File: config.mk
export PLATFORM = sky130hd
export DESIGN_NAME = mem_arbiter
export DESIGN_NICKNAME = d
export VERILOG_FILES = /design/src/rtl/mem_arbiter.sv
export SDC_FILE = /design/constraint.sdc
export NUM_CORES = 1
export LEC_CHECK = 0
export ABC_AREA = 0
export BUFFER_PORTS_ARGS = -buffer_cell sky130_fd_sc_hd__clkbuf_2
export CORE_MARGIN = 5
export CORE_UTILIZATION = 35
export CTS_CLUSTER_SIZE = 30
export DETAILED_ROUTE_END_ITERATION = 7
export PLACE_DENSITY = 0.66
export SLEW_MARGIN = 40
export SYNTH_ARGS = -nofsm -noshare
export SYNTH_HDL_FRONTEND = slang
export SYNTH_SLANG_ARGS = --single-unit
File: constraint.sdc
create_clock -name clk_i -period 2 [get_ports clk_i]
set_input_delay 0.2 -clock clk_i [delete_from_list [all_inputs] [get_ports clk_i]]
set_output_delay 0.2 -clock clk_i [all_outputs]
set_load 0.02 [all_outputs]
File: src/rtl/mem_arbiter.sv
// Arbiter between the I-cache and D-cache miss paths for one shared pipelined memory.
// Issues block-fill read streams or single write-through words and steers read data back.
module mem_arbiter #(
  parameter int ADDR_W        = 16,
  parameter int DATA_W        = 16,
  parameter int WORDS_PER_BLK = 8,
  parameter int MEM_LAT       = 4
) (
  input  logic                             clk_i,
  input  logic                             rst_i,
  input  logic                             i_miss_i,
  input  logic [ADDR_W-1:0]                i_addr_i,
  input  logic                             d_miss_i,
  input  logic                             d_wr_i,
  input  logic [ADDR_W-1:0]                d_addr_i,
  input  logic [DATA_W-1:0]                d_wdata_i,
  output logic [DATA_W-1:0]                fill_data_o,
  output logic                             i_fill_valid_o,
  output logic                             d_fill_valid_o,
  output logic [$clog2(WORDS_PER_BLK)-1:0] fill_idx_o,
  output logic                             i_fill_done_o,
  output logic                             d_fill_done_o,
  output logic                             d_wr_done_o,
  output logic                             mem_en_o,
  output logic                             mem_wr_o,
  output logic [ADDR_W-1:0]                mem_addr_o,
  output logic [DATA_W-1:0]                mem_wdata_o,
  input  logic [DATA_W-1:0]                mem_rdata_i,
  input  logic                             mem_rvalid_i,
  output logic                             busy_o
);

  localparam int IDX_W = $clog2(WORDS_PER_BLK);
  localparam int DRN_W = $clog2(MEM_LAT + 1);
  localparam logic [ADDR_W-1:0] BLK_MASK = ~ADDR_W'(2 * WORDS_PER_BLK - 1);
  localparam logic [IDX_W-1:0]  LAST_IDX = IDX_W'(WORDS_PER_BLK - 1);

  typedef enum logic [2:0] {DRAIN, IDLE, I_FILL, D_FILL, D_WRITE} state_e;

  state_e             state_q, state_d;
  logic [DRN_W-1:0]   drainCnt_q, drainCnt_d;
  logic [IDX_W-1:0]   issueCnt_q, issueCnt_d;
  logic [IDX_W-1:0]   retCnt_q, retCnt_d;
  logic               issueDone_q, issueDone_d;
  logic [ADDR_W-1:0]  addr_q, addr_d;
  logic [DATA_W-1:0]  wdata_q, wdata_d;

  always_ff @(posedge clk_i) begin
    if (rst_i) begin
      state_q     <= DRAIN;
      drainCnt_q  <= DRN_W'(MEM_LAT);
      issueCnt_q  <= '0;
      retCnt_q    <= '0;
      issueDone_q <= 1'b0;
      addr_q      <= '0;
      wdata_q     <= '0;
    end else begin
      state_q     <= state_d;
      drainCnt_q  <= drainCnt_d;
      issueCnt_q  <= issueCnt_d;
      retCnt_q    <= retCnt_d;
      issueDone_q <= issueDone_d;
      addr_q      <= addr_d;
      wdata_q     <= wdata_d;
    end
  end

  always_comb begin
    state_d        = state_q;
    drainCnt_d     = drainCnt_q;
    issueCnt_d     = issueCnt_q;
    retCnt_d       = retCnt_q;
    issueDone_d    = issueDone_q;
    addr_d         = addr_q;
    wdata_d        = wdata_q;
    fill_data_o    = '0;
    i_fill_valid_o = 1'b0;
    d_fill_valid_o = 1'b0;
    fill_idx_o     = '0;
    i_fill_done_o  = 1'b0;
    d_fill_done_o  = 1'b0;
    d_wr_done_o    = 1'b0;
    mem_en_o       = 1'b0;
    mem_wr_o       = 1'b0;
    mem_addr_o     = '0;
    mem_wdata_o    = '0;
    busy_o         = (state_q != IDLE);

    case (state_q)
      // Reads issued before reset may still return; wait them out before granting.
      DRAIN: begin
        if (drainCnt_q <= DRN_W'(1)) state_d = IDLE;
        else                         drainCnt_d = drainCnt_q - 1'b1;
      end
      IDLE: begin
        issueCnt_d  = '0;
        retCnt_d    = '0;
        issueDone_d = 1'b0;
        if (d_miss_i && d_wr_i) begin
          state_d = D_WRITE;
          addr_d  = d_addr_i;
          wdata_d = d_wdata_i;
        end else if (d_miss_i) begin
          state_d = D_FILL;
          addr_d  = d_addr_i & BLK_MASK;
        end else if (i_miss_i) begin
          state_d = I_FILL;
          addr_d  = i_addr_i & BLK_MASK;
        end
      end
      I_FILL, D_FILL: begin
        if (!issueDone_q) begin
          mem_en_o    = 1'b1;
          mem_addr_o  = addr_q + (ADDR_W'(issueCnt_q) << 1);
          issueCnt_d  = issueCnt_q + 1'b1;
          issueDone_d = (issueCnt_q == LAST_IDX);
        end
        // Memory returns in issue order, so a plain return counter gives the word index.
        if (mem_rvalid_i) begin
          fill_data_o    = mem_rdata_i;
          fill_idx_o     = retCnt_q;
          i_fill_valid_o = (state_q == I_FILL);
          d_fill_valid_o = (state_q == D_FILL);
          retCnt_d       = retCnt_q + 1'b1;
          if (retCnt_q == LAST_IDX) begin
            i_fill_done_o = (state_q == I_FILL);
            d_fill_done_o = (state_q == D_FILL);
            state_d       = IDLE;
          end
        end
      end
      D_WRITE: begin
        mem_en_o    = 1'b1;
        mem_wr_o    = 1'b1;
        mem_addr_o  = addr_q;
        mem_wdata_o = wdata_q;
        d_wr_done_o = 1'b1;
        state_d     = IDLE;
      end
      default: state_d = DRAIN;
    endcase

    if (rst_i) begin
      fill_data_o    = '0;
      i_fill_valid_o = 1'b0;
      d_fill_valid_o = 1'b0;
      fill_idx_o     = '0;
      i_fill_done_o  = 1'b0;
      d_fill_done_o  = 1'b0;
      d_wr_done_o    = 1'b0;
      mem_en_o       = 1'b0;
      mem_wr_o       = 1'b0;
      mem_addr_o     = '0;
      mem_wdata_o    = '0;
      busy_o         = 1'b1;
    end
  end

endmodule

---- After elaboration in Yosys (flattened, before gate mapping) ----
Cells that the tools add are included.
storage, ports and cells
  flip-flop bits (word level) ............. 45
  input port bits ......................... 70
  output and inout bits ................... 59
  logic and storage cells ................. 83
cells by class
  add/subtract/negate cells ............... 4
  order comparisons ....................... 1
  equal/unequal tests ..................... 12
  mux-type cells .......................... 47
  bitwise gates (word level) .............. 1
  reduce and logical (&&, ||, !) cells .... 11
operator list
  kind                                                                    number
  16-bit two-way mux                                                      10
  3-bit two-way mux                                                       11
  16-bit case mux with 2 select lines                                     1
  1-bit two-way mux                                                       20
  16-bit by 4-bit adder with 16-bit output                                1
  3-bit case mux with 2 select lines                                      2
  3-bit case mux with 4 select lines                                      1
  2-bit AND reduction                                                     5
  3-bit == test (second input constant)                                   3
  2-bit != test (second input constant)                                   4
  3-bit by 1-bit adder with 3-bit output (second input constant)          2
  3-bit by 2-bit == test with 1-bit output (second input constant)        2
  4-bit != test (second input constant)                                   1
  1-bit case mux with 2 select lines                                      2
  4-bit AND reduction                                                     1
  3-bit by 1-bit == test with 1-bit output (second input constant)        1
  3-bit by 1-bit <= comparator with 1-bit output (second input constant)  1
  3-bit logical NOT                                                       1
  3-bit by 1-bit != test with 1-bit output (second input constant)        1
  3-bit nonzero test                                                      1
  3-bit by 1-bit subtractor with 3-bit output (second input constant)     1
  2-bit nonzero test                                                      1
  2-bit OR reduction                                                      1
  1-bit logical AND                                                       1
  1-bit NOT                                                               1

---- Logic depth before layout (Yosys ltp) ----
Gate-level depths: netlist (run 1).
  depth in word-level cells ............... 5
  depth in mapped cells ................... 7
  gate-level depth less buffers ........... 7

---- Least setup slack after synthesis (run 1) ----
OpenSTA, ideal clock, no wires.
  kind .................................... reg-to-output
  start point ............................. register issueCnt_q[0]
  end point ............................... output mem_addr_o[7]
  data arrival time ....................... 2.146 ns
  required time ........................... 1.800 ns
  slack ................................... -0.346 ns
  cell stages (with the launch flop) ...... 8
  buffers on the path ..................... 0
  cells stage by stage .................... dfxtp_1 -> ha_1 -> inv_1 -> fa_1 -> nor2b_1 -> o21a_1 -> a41oi_1 -> a311oi_1
between the ends
  cells in the longest elaborated chain, start to end .. 4
ends and longest elaborated chain
  item                                      RTL line  text
  start: declaration                        42        logic [IDX_W-1:0] issueCnt_q, issueCnt_d;
  start signal: assignment                  60        issueCnt_q <= issueCnt_d;
  16-bit by 4-bit adder with 16-bit output  114       mem_addr_o = addr_q + (ADDR_W'(issueCnt_q) << 1);
  16-bit two-way mux                        112       if (!issueDone_q) begin
  16-bit case mux with 2 select lines       89        case (state_q)
  16-bit two-way mux                        143       if (rst_i) begin
  end: declaration                          26        output logic [ADDR_W-1:0] mem_addr_o,
Every way passes these cells.

---- Final worst setup path (run 1) ----
  start point ............................. register issueCnt_q[0]
  end point ............................... output mem_addr_o[9]
The elaborated chain is that of the path after synthesis.

==> metrics.md, run 1 <==
| Metric | Value |
|---|---|
| Critical Path RT | 1800 ps |
| Die width | 98.85 microns |
| Most used DFF post-synth | dfxtp_1 |
| Clock Skew | 10.36 ps |
| TNS Setup | -3060 ps |
| Synth Register Bits | 45 |
| Routability cong. | 0.8976 |
| Final hold viol count | 0 |
| Port bufs | 124 |
| Vias/cell | 5.105 |
| Antenna viol nets, final | 0 |
| Area grow syn2layout | 63.13% |
| Core area | 7727 sq um |
| Iter 0 DRT Violations | 159 |
| Layout Cells excl Fill | 611 |
| Mapped Nets | 437 |
| Clock transition at path regs | 100 ps |
| Final min period | 2317 ps |
| Max frequency | 431.6 MHz |
| Max_slew headroom | 0.5860 |
| Die height | 98.85 microns |
| Initial antenna violation count | 0 |
| Cells after DPL | 586 |
| Maximum buffer depth of the clock tree | 2 |
| Final setup viols | 25 |
| Post-synth top area cell | dfxtp_1 |
| Htree depth | 2 |
| Die area | 9770 sq um |
| Share of post-route cells with drive strength above 1 | 0.4794 |
| Unique masters post-synth | 50 |
| CTS tree | done |
| HP Class | primary input to flip-flop |
| Crit path capture | mem_addr_o[9] |
| Register-to-register setup slack | 290 ps |
| Synth top area cells | dfxtp_1 33%, and2_1 8.8%, a21oi_1 6.7% |
| Failing checks | negative setup slack |
| Slew Limit Fails | 0 |
| Total number of vias | 3119 |
| Post-synth top area share | 0.3261 |
| Synth top cells by count | 45 x dfxtp_1, 43 x nand2_1, 39 x and2_1, 37 x a21oi_1, 34 x nor2_1 |
| Seq/Total Area, Yosys | 0.3261 |
| Synth Area in Adders | 0.04801 |
| Synth Area in Compound Gates | 0.2111 |
| Vias in the first global route | 3140 |
| Warnings, synthesis | 0 |
| Crit end category | primary output |
| Setup ws final | -316.7 ps |
| GRT Total Usage | 0.1787 |
| Mux contribution to synthesized area | 0.05888 |
| Nets | 588 |
| Drt total wl | 9.264 mm |
| Post-synth ARST share | 0 |
| Clk root buf | clkbuf_8 |
| Avg Inst Size Synth | 7.739 sq um |
| Ant. Diodes | 0 |
| Final period utilization | 1.158 |
| Site Rows | 32 |
| Post-synth EDFFs | 0 |
| Clk_lat worst skew | 300 ps |
| Top-count cell post-synth | dfxtp_1 |
| WS Path Type | flip-flop to primary output |
| Crit path launch | issueCnt_q[0]$_SDFFE_PP0P_ |
| Static leakage | 1.961 nW |
| Max Fanout on Critical Path | 6 |
| Remaining global-route overflow | 0 |
| Starting density of the core | 0.3575 |
| Cell Pwr Density | 737.8 nW/um^2 |
| Status | complete, but fails checks |
| Worst slew pin tran | 614.5 ps |
| Reg-to-reg endpoint | wdata_q[5]$_SDFFE_PP0P_ |
| Largest net degree at the start of global routing | 28 |
| Reg-to-Reg Start | state_q[1]$_SDFFE_PP0P_ |
| Largest family of logic cells by synthesized area | simple AND/OR/NAND/NOR gates |
| Hpwl dp | 6.287 mm |
| DRC errors left | 0 |
| Clock sink count | 45 |
| Startpoint types | flip-flop |
| Syn Inst Count | 357 |
| Post-synthesis xor/xnor area fraction | 0.006341 |
| Final core utilization | 0.5832 |
| RSZ-0062 raised after global routing | yes |
| 1st-pass router iterations | 4 |
| Total power | 3.325 mW |
| Total of max-cap violations | 0 |
| Synthesized cell area | 2763 sq um |
| CTS buffer count | 5 |
| Mean routed wirelength per cell | 15.16 microns |
| Ports | 129 |
| R2r worst-path depth | 6 |
| IR Drop Worst-Case VDD | 0.0003766 V |
| First-pass GRT wire length | 14.67 mm |
| Synth Area in Simple Gates | 0.2966 |
| Arr. time, crit path | 2120 ps |
-- cell families after synthesis --
kind of cell	after synthesis
adder cells (fa/ha/maj)	10
AND/OR/NAND/NOR	157
multiplexers	16
AO/OA/AOI/OAI	92
XOR/XNOR	2
flip-flops	45
buffers and inverters	35
-- layout by cell type, fill, tap and decap left out, types with 10 or more instances in the layout --
| cell | n |
|---|---|
| clkbuf_2 | 87 |
| nand2_1 | 43 |
| buf_4 | 41 |
| nor2_1 | 34 |
| dfxtp_1 | 33 |
| a21oi_1 | 30 |
| and2_1 | 22 |
| buf_8 | 19 |
| and2_4 | 17 |
| mux2i_1 | 14 |
| a211oi_1 | 13 |
| dfxtp_2 | 10 |
-- registers in the layout, indices dropped and copies added, names as in the netlist --
signal,count
addr_q,16
wdata_q,16
drainCnt_q,3
issueCnt_q,3
retCnt_q,3
state_q,3
issueDone_q,1
-- critical path, stage by stage, from the launching register on --
cell	delay [ps]
dfxtp_2	360
ha_4	140
inv_2	30
fa_2	360
nor2b_4	190
o21a_1	170
buf_6	110
a22oi_2	40
a21oi_1	220
buf_4	180
-- worst min path at each step --
| stage | start | to | slack (ps) | cells past startpoint |
|---|---|---|---|---|
| after floorplan | d_wdata_i[0] | wdata_q[0]$_SDFFE_PP0P_ | 340 | 2 |
| after detailed placement | d_wdata_i[14] | wdata_q[14]$_SDFFE_PP0P_ | 430 | 3 |
| final | d_wdata_i[10] | wdata_q[10]$_SDFFE_PP0P_ | 110 | 3 |
| after global placement | d_wdata_i[13] | wdata_q[13]$_SDFFE_PP0P_ | 420 | 3 |
| after global routing | d_wdata_i[8] | wdata_q[8]$_SDFFE_PP0P_ | 100 | 3 |
| after CTS | d_wdata_i[8] | wdata_q[8]$_SDFFE_PP0P_ | 100 | 3 |
-- what timing repair did --
action	CTS	global route
setup buffers	8	5
gates resized for setup	115	65
gates cloned	3	2
endpoints found under the setup margin	35	57
hold buffers	0	0
pin swaps	25	15
-- layer usage --
layer,wire length (microns),up-vias,track usage,part of all wire
met4,210,0,0.05462,0.023
li1,-,1551,-,-
met3,777,20,0.05379,0.084
met2,4343,113,0.2960,0.47
met1,3933,1435,0.2228,0.42
met5,0,-,0,0
-- layout make-up --
cell class	count	area (sq um)
fill	675	3221
multi-input combinational	277	1973
timing repair buffer	168	1325
sequential	45	920.9
tap	102	127.6
clock buffer	6	72.57
inverter	11	48.80
clock inverter	2	38.79
-- power breakdown --
| part | switching (mW) | total (mW) | leakage [nW] | internal [mW] |
|---|---|---|---|---|
| sequential | 0.214 | 1.29 | 0.372 | 1.08 |
| combinational | 0.703 | 1.32 | 1.53 | 0.614 |
| clock | 0.342 | 0.718 | 0.0554 | 0.376 |
-- through the flow --
step	hold slack [ps]	setup WS, ps	instance area, sq um
finish	105.4	-316.7	4507
floorplan	336.0	34.13	2779
CTS	101.1	-322.4	4320
global route	100.5	-397.3	4507
detailed placement	433.1	-22.57	3637
global placement	422.9	10.11	3637
Note: power is estimated with default switching activity, not from simulation.
==> inputs of run 2 (changes only) <==
--- a/config.mk
+++ b/config.mk
@@ -9,6 +9,7 @@
 export BUFFER_PORTS_ARGS = -buffer_cell sky130_fd_sc_hd__clkbuf_2
 export CORE_MARGIN = 5
 export CORE_UTILIZATION = 35
+export CTS_BUF_LIST = sky130_fd_sc_hd__clkbuf_4 sky130_fd_sc_hd__clkbuf_8 sky130_fd_sc_hd__clkbuf_16
 export CTS_CLUSTER_SIZE = 30
 export DETAILED_ROUTE_END_ITERATION = 7
 export PLACE_DENSITY = 0.66
==> run 2 against run 1 <==
  * Critical path type unchanged
  * The flow still finishes with violations (negative setup slack)
  * Critical path depth stayed put
  * Utilization hardly changed
  * Clock power is 2% higher
==> metrics.md, run 2 (synthesis gave the netlist of run 1 again) <==
| Metric | Value |
|---|---|
| CTS tree | done (unchanged) |
| Final hold viol count | 0 (unchanged) |
| Ports | 129 (unchanged) |
| Initial antenna violation count | 0 (unchanged) |
| Starting density of the core | 0.3575 (unchanged) |
| Nets | 588 (unchanged) |
| Cell Pwr Density | 738.4 nW/um^2 (was 737.8 nW/um^2) |
| Routability cong. | 0.8976 (unchanged) |
| Max_slew headroom | 0.5814 (was 0.5860) |
| Finished Cell Area | 4511 sq um (was 4507 sq um) |
| Core area | 7727 sq um (unchanged) |
| R2r worst-path depth | 6 (unchanged) |
| Vias in the first global route | 3129 (was 3140) |
| Ant. Diodes | 0 (unchanged) |
| Static leakage | 1.964 nW (was 1.961 nW) |
| Worst Hold Depth | 3 (unchanged) |
| Remaining global-route overflow | 0 (unchanged) |
| Port bufs | 124 (unchanged) |
| RSZ-0062 raised after global routing | yes (unchanged) |
| Failing checks | negative setup slack (unchanged) |
| Total of max-cap violations | 0 (unchanged) |
| Htree depth | 2 (unchanged) |
| Die height | 98.85 microns (unchanged) |
| HP Start | d_wdata_i[10] (unchanged) |
| Die area | 9770 sq um (unchanged) |
| Total number of vias | 3127 (was 3119) |
| Final setup viols | 25 (unchanged) |
| WS Path Type | flip-flop to primary output (unchanged) |
| CP cell instances | ha_4 > inv_2 > fa_2 > nor2b_4 > o21a_1 > buf_6 > a22oi_2 > a21oi_1 > buf_4 (unchanged) |
| Iter 0 DRT Violations | 150 (was 159) |
| Maximum buffer depth of the clock tree | 2 (unchanged) |
| Max Fanout on Critical Path | 6 (unchanged) |
| Startpoint types | flip-flop (unchanged) |
| Reg-to-Reg Start | state_q[1]$_SDFFE_PP0P_ (unchanged) |
| Worst slew pin tran | 621.3 ps (was 614.5 ps) |
| Biggest regs | addr_q (16), wdata_q (16) (unchanged) |
| Hpwl dp | 6.287 mm (unchanged) |
| Final min period | 2311 ps (was 2317 ps) |
| Largest net degree at the start of global routing | 28 (unchanged) |
| Drt total wl | 9.246 mm (was 9.264 mm) |
| # hold bufs at CTS | 0 (unchanged) |
| Arr. time, crit path | 2110 ps (was 2120 ps) |
| Hold_ws | 105.0 ps (was 105.4 ps) |
| FILL cells | 677 (was 675) |
| Register-to-register setup slack | 310 ps (was 290 ps) |
| Crit end category | primary output (unchanged) |
| GRT Total Usage | 0.1784 (was 0.1787) |
| Slew Limit Fails | 0 (unchanged) |
| Clock sink count | 45 (unchanged) |
| Dpl cell area | 3637 sq um (unchanged) |
| 1st-pass router iterations | 4 (unchanged) |
| Status | complete, but fails checks (unchanged) |
| Vias/cell | 5.118 (was 5.105) |
| Final period utilization | 1.155 (was 1.158) |
| First-pass GRT wire length | 14.64 mm (was 14.67 mm) |
| Antenna viol nets, final | 0 (unchanged) |
| IR Drop Worst-Case VDD | 0.0003736 V (was 0.0003766 V) |
| Clk root buf | clkbuf_8 (unchanged) |
| Clock transition at path regs | 100 ps (about the same) |
| CTS buffer count | 5 (unchanged) |
| Site Rows | 32 (unchanged) |
| HP Class | primary input to flip-flop (unchanged) |
| Crit path max-delay cell type | dfxtp_2 (unchanged) |
| Commonest cells after routing, fill and taps aside | 87 x clkbuf_2, 43 x nand2_1, 41 x buf_4 (unchanged) |
| Clk_lat worst skew | 310 ps (was 300 ps) |
| CP max stage delay | 360 ps (about the same) |
| Clock Skew | 10.62 ps (was 10.36 ps) |
| Cells after DPL | 586 (unchanged) |
| Area grow syn2layout | 63.27% (was 63.13%) |
| Reg-to-reg endpoint | wdata_q[5]$_SDFFE_PP0P_ (unchanged) |
| Layout Cells excl Fill | 611 (unchanged) |
| Final core utilization | 0.5837 (was 0.5832) |
| DRC errors left | 0 (unchanged) |
| Critical Path RT | 1800 ps (about the same) |
| Share of post-route cells with drive strength above 1 | 0.4813 (was 0.4794) |
| Worst-case hold path end point | wdata_q[10]$_SDFFE_PP0P_ (unchanged) |
| Most common cell after layout, fill and taps aside | clkbuf_2 (unchanged) |
| Die width | 98.85 microns (unchanged) |
| Setup ws final | -310.6 ps (was -316.7 ps) |
| Max frequency | 432.8 MHz (was 431.6 MHz) |
| Mean routed wirelength per cell | 15.13 microns (was 15.16 microns) |
## run 2: worst max path at each step
stage                                          start              to  slack [ps]  cells past startpoint
after floorplan           issueCnt_q[0]$_SDFFE_PP0P_   mem_addr_o[7]          30                      7
after global placement    issueCnt_q[0]$_SDFFE_PP0P_   mem_addr_o[9]          10                      9
after detailed placement  issueCnt_q[0]$_SDFFE_PP0P_   mem_addr_o[7]         -20                      8
after CTS                 issueCnt_q[0]$_SDFFE_PP0P_   mem_addr_o[7]        -320                      8
after global routing      issueCnt_q[0]$_SDFFE_PP0P_  mem_addr_o[11]        -400                      9
final                     issueCnt_q[0]$_SDFFE_PP0P_   mem_addr_o[9]        -310                      9
## run 2: what timing repair did
| item | 4_1_cts | 5_1_grt |
|---|---|---|
| cloned | 3 | 2 |
| setup endpoints to repair | 35 | 57 |
| buffers inserted | 8 | 5 |
| pin swaps | 25 | 15 |
| resized for setup | 115 | 65 |
## run 2: layer usage
layer | vias to the layer above | global-route usage | share of wire
met4 | 0 | 0.05462 | 0.021
li1 | 1551 | - | -
met2 | 125 | 0.2955 | 0.47
met1 | 1432 | 0.2224 | 0.41
met3 | 19 | 0.05379 | 0.092
met5 | - | 0 | 0
## run 2: cell type report
class | count | area (sq um) | share of cell area
multi-input cells | 277 | 1973 | 0.4374
repair buffers | 168 | 1325 | 0.2938
flip-flops and latches | 45 | 920.9 | 0.2042
well taps | 102 | 127.6 | 0.02829
clock buffers | 6 | 76.32 | 0.01692
inverters | 11 | 48.80 | 0.01082
clock inverters | 2 | 38.79 | 0.008599
## run 2: power breakdown
part / internal, mW / switching (mW)
registers: 1.08 / 0.213
clock network: 0.390 / 0.339
logic: 0.614 / 0.698
## run 2: stage by stage
| stage | setup WS (ps) | power [mW] | TNS (ps) |
|---|---|---|---|
| 6_report | -310.6 | 3.331 | -3041 |
| 3_5_place_dp | -22.57 | 2.407 | -41.13 |
| 2_1_floorplan | 34.13 | 2.005 | 0 |
| 4_1_cts | -322.4 | 3.256 | -3437 |
| 5_1_grt | -397.3 | 3.574 | -5205 |
| 3_3_place_gp | 10.11 | 2.361 | 0 |
## run 2: worst max-delay path, delay by kind of cell, from the launching register on
family	cells	cell delay [ps]
DFF	1	360
AOI/OAI and AO/OA	3	430
adders and majority gates	2	500
and+or+nand+nor	1	190
buffers and inverters	3	320
==> inputs of run 3 (changes only) <==
--- a/config.mk
+++ b/config.mk
@@ -12,7 +12,7 @@
 export CTS_BUF_LIST = sky130_fd_sc_hd__clkbuf_4 sky130_fd_sc_hd__clkbuf_8 sky130_fd_sc_hd__clkbuf_16
 export CTS_CLUSTER_SIZE = 30
 export DETAILED_ROUTE_END_ITERATION = 7
-export PLACE_DENSITY = 0.66
+export PLACE_DENSITY = 0.65
 export SLEW_MARGIN = 40
 export SYNTH_ARGS = -nofsm -noshare
 export SYNTH_HDL_FRONTEND = slang
==> constraint.sdc (replaced) <==
create_clock -name clk_i -period 2 [get_ports clk_i]
set_input_delay 0.1 -clock clk_i [delete_from_list [all_inputs] [get_ports clk_i]]
set_output_delay 0.1 -clock clk_i [all_outputs]
set_load 0.02 [all_outputs]
==> run 3 against run 2 <==
  * The flow still finishes with violations (negative setup slack)
  * Wire length is 5.2% lower
  * Worst hold slack lost 100 ps
  * Register-to-register slack about the same
  * Final cell count down 0.65%
  * Design area down 8.7%
  * Utilization fell by 5.1 points
  * Clock skew down 5.2 ps
  * Via count decreased by 2.7%
  * First-iteration DRC count decreased by 8.7%
  * Flip-flop and latch count stayed put
  * Clock power shrank 16%
  * Non-clock buffer count is 4 lower
  * Critical path type unchanged
  * Critical endpoint is now mem_addr_o[11]
  * Largest cell class unchanged
==> metrics.md, run 3 (synthesis gave the netlist of run 1 again) <==
| Metric | Value |
|---|---|
| Register-to-register setup slack | 310 ps (about the same) |
| Final period utilization | 1.105 (was 1.155) |
| Maximum buffer depth of the clock tree | 2 (unchanged) |
| Failing checks | negative setup slack (unchanged) |
| Die area | 9770 sq um (unchanged) |
| Finished Cell Area | 4118 sq um (was 4511 sq um) |
| Clock sink count | 45 (unchanged) |
| Share of post-route cells with drive strength above 1 | 0.4158 (was 0.4813) |
| Site Rows | 32 (unchanged) |
| Worst Hold Depth | 3 (unchanged) |
| WS Path Type | flip-flop to primary output (unchanged) |
| Antenna viol nets, final | 0 (unchanged) |
| Status | complete, but fails checks (unchanged) |
| Grt met3 use | 0.04176 (was 0.05379) |
| Drt total wl | 8.767 mm (was 9.246 mm) |
| First-pass GRT wire length | 14.15 mm (was 14.64 mm) |
| Initial antenna violation count | 0 (unchanged) |
| Hold_ws | 5.409 ps (was 105.0 ps) |
| CTS buffer count | 5 (unchanged) |
| Clk root buf | clkbuf_8 (unchanged) |
| Critical Path RT | 1900 ps (was 1800 ps) |
| GR peak layer | met2 (unchanged) |
| Met1 Use GR | 0.2212 (was 0.2224) |
| Crit end category | primary output (unchanged) |
| HP Class | primary input to flip-flop (unchanged) |
| Multi-input gate area | 1899 sq um (was 1973 sq um) |
| IR Drop Worst-Case VDD | 0.0003490 V (was 0.0003736 V) |
| Hpwl dp | 6.245 mm (was 6.287 mm) |
| Max_slew headroom | 0.5368 (was 0.5814) |
| Ant. Diodes | 0 (unchanged) |
| Critical path depth | 10 (was 9) |
| CP cell instances | ha_4 > inv_2 > fa_2 > nor2b_2 > buf_6 > buf_6 > o2111ai_4 > a21oi_2 > o22ai_2 > buf_6 (was ha_4 > inv_2 > fa_2 > nor2b_4 > o21a_1 > buf_6 > a22oi_2 > a21oi_1 > buf_4) |
| Arr. time, crit path | 2110 ps (about the same) |
| Worst-case hold path end point | wdata_q[0]$_SDFFE_PP0P_ (was wdata_q[10]$_SDFFE_PP0P_) |
| HP Start | d_wdata_i[0] (was d_wdata_i[10]) |
| Static leakage | 1.828 nW (was 1.964 nW) |
| Setup ws final | -211.0 ps (was -310.6 ps) |
| Dpl cell area | 3607 sq um (was 3637 sq um) |
| Commonest cells after routing, fill and taps aside | 100 x clkbuf_2, 43 x nand2_1, 39 x buf_4 (was 87 x clkbuf_2, 43 x nand2_1, 41 x buf_4) |
| Routability cong. | 0.8513 (was 0.8976) |
| Clk_lat worst skew | 310 ps (about the same) |
| Cell Pwr Density | 754.4 nW/um^2 (was 738.4 nW/um^2) |
| Clock transition at path regs | 90 ps (was 100 ps) |
| Largest net degree at the start of global routing | 30 (was 28) |
| Crit path max-delay family | adder cells (unchanged) |
| Slew Limit Fails | 0 (unchanged) |
| Worst slew pin tran | 687.5 ps (was 621.3 ps) |
| Mean routed wirelength per cell | 14.44 microns (was 15.13 microns) |
| DRC errors left | 0 (unchanged) |
| Final min period | 2211 ps (was 2311 ps) |
| Reg-to-reg endpoint | wdata_q[13]$_SDFFE_PP0P_ (was wdata_q[5]$_SDFFE_PP0P_) |
| FILL cells | 760 (was 677) |
| CTS tree | done (unchanged) |
| Vias in the first global route | 2979 (was 3129) |
| Final setup viols | 7 (was 25) |
| Crit path max-delay cell type | dfxtp_2 (unchanged) |
| Starting density of the core | 0.3575 (unchanged) |
| Startpoint types | flip-flop (unchanged) |
| Biggest regs | addr_q (16), wdata_q (16) (unchanged) |
| Port bufs | 124 (unchanged) |
| Htree depth | 2 (unchanged) |
| Most common cell after layout, fill and taps aside | clkbuf_2 (unchanged) |
| Area grow syn2layout | 49.05% (was 63.27%) |
| Core area | 7727 sq um (unchanged) |
| Critical path's most frequent cell | buf_6 |
| Nets | 584 (was 588) |
| Final hold viol count | 0 (unchanged) |
| TNS Setup | -1061 ps (was -3041 ps) |
| Die height | 98.85 microns (unchanged) |
| R2r worst-path depth | 6 (unchanged) |
| CP max stage delay | 360 ps (about the same) |
| Vias/cell | 5.012 (was 5.118) |
| Met2 GRT Util | 0.2862 (was 0.2955) |
| RSZ-0062 raised after global routing | yes (unchanged) |
| Reg-to-Reg Start | state_q[1]$_SDFFE_PP0P_ (unchanged) |
| Total number of vias | 3042 (was 3127) |
| Ports | 129 (unchanged) |
| Die width | 98.85 microns (unchanged) |
| Sequential Area | 915.9 sq um (was 920.9 sq um) |
| Max frequency | 452.3 MHz (was 432.8 MHz) |
| Worst slack at placement | 2.561 ps (was -22.57 ps) |
| 1st-pass router iterations | 4 (unchanged) |
| GRT Total Usage | 0.1735 (was 0.1784) |
| Number of buffers and inverters on the critical path | 4 (was 3) |
| Remaining global-route overflow | 0 (unchanged) |
| Total of max-cap violations | 0 (unchanged) |
| Max Fanout on Critical Path | 5 (was 6) |
| Iter 0 DRT Violations | 137 (was 150) |
| Clock Skew | 5.413 ps (was 10.62 ps) |
## run 3: cell types whose count changed in the layout (fill, tap and decap cells not counted), moves of 4 or more
cell	previous run	this run
and2_1	22	38
buf_8	19	1
dlygate4sd3_1	0	8
clkbuf_2	87	100
buf_2	3	7
a21oi_1	30	34
and2_4	17	1
a21oi_2	6	2
## run 3: worst max-delay path by stage
stage	from	slack (ps)	to
after global routing	issueCnt_q[0]$_SDFFE_PP0P_	-260	mem_addr_o[15]
after floorplan	issueCnt_q[0]$_SDFFE_PP0P_	50	mem_addr_o[7]
after global placement	issueCnt_q[0]$_SDFFE_PP0P_	40	mem_addr_o[15]
after detailed placement	issueCnt_q[0]$_SDFFE_PP0P_	3	mem_addr_o[9]
final	issueCnt_q[0]$_SDFFE_PP0P_	-210	mem_addr_o[11]
after CTS	addr_q[1]$_SDFFE_PP0P_	-240	mem_addr_o[15]
## run 3: what timing repair did
| item | 4_1_cts | 5_1_grt |
|---|---|---|
| resized for setup | 46 | 53 |
| hold buffers | 8 | 0 |
| endpoints found under the setup margin | 29 | 52 |
| endpoints found under the hold margin | 8 | 0 |
| pin swaps | 15 | 14 |
| buffers inserted | 7 | 2 |
## run 3: where the power goes
group          total (mW)  switching, mW  internal, mW
clock               0.614          0.333         0.281
combinational        1.21          0.661         0.547
sequential           1.29          0.213          1.07
## run 3: stage by stage
step | power, mW | instances | util
2_1_floorplan | 2.004 | 357 | -
3_3_place_gp | 2.360 | 583 | 0.4668
3_5_place_dp | 2.396 | 583 | 0.4668
4_1_cts | 3.072 | 606 | 0.5199
5_1_grt | 3.331 | 607 | 0.5329
6_report | 3.107 | 607 | 0.5329
## run 3: final cells by class
cell class / count / share of cell area
sequential: 45 / 0.2224
clock inverter: 2 / 0.003342
tap: 102 / 0.03099
clock buffer: 6 / 0.02005
inverter: 11 / 0.01124
timing repair buffer: 164 / 0.2507
multi-input combinational: 277 / 0.4613
## run 3: worst min-delay path: cells and delay by family
family	cells	cell delay, ps
buf+inv	1	80
simple gates	1	40
compound gates	1	50
## run 3: layer usage
layer	wire length, microns	share of wire	vias to the layer above
met4	155	0.018	0
met5	0	0	-
met1	3799	0.43	1373
li1	-	-	1551
met3	667	0.076	10
met2	4144	0.47	108
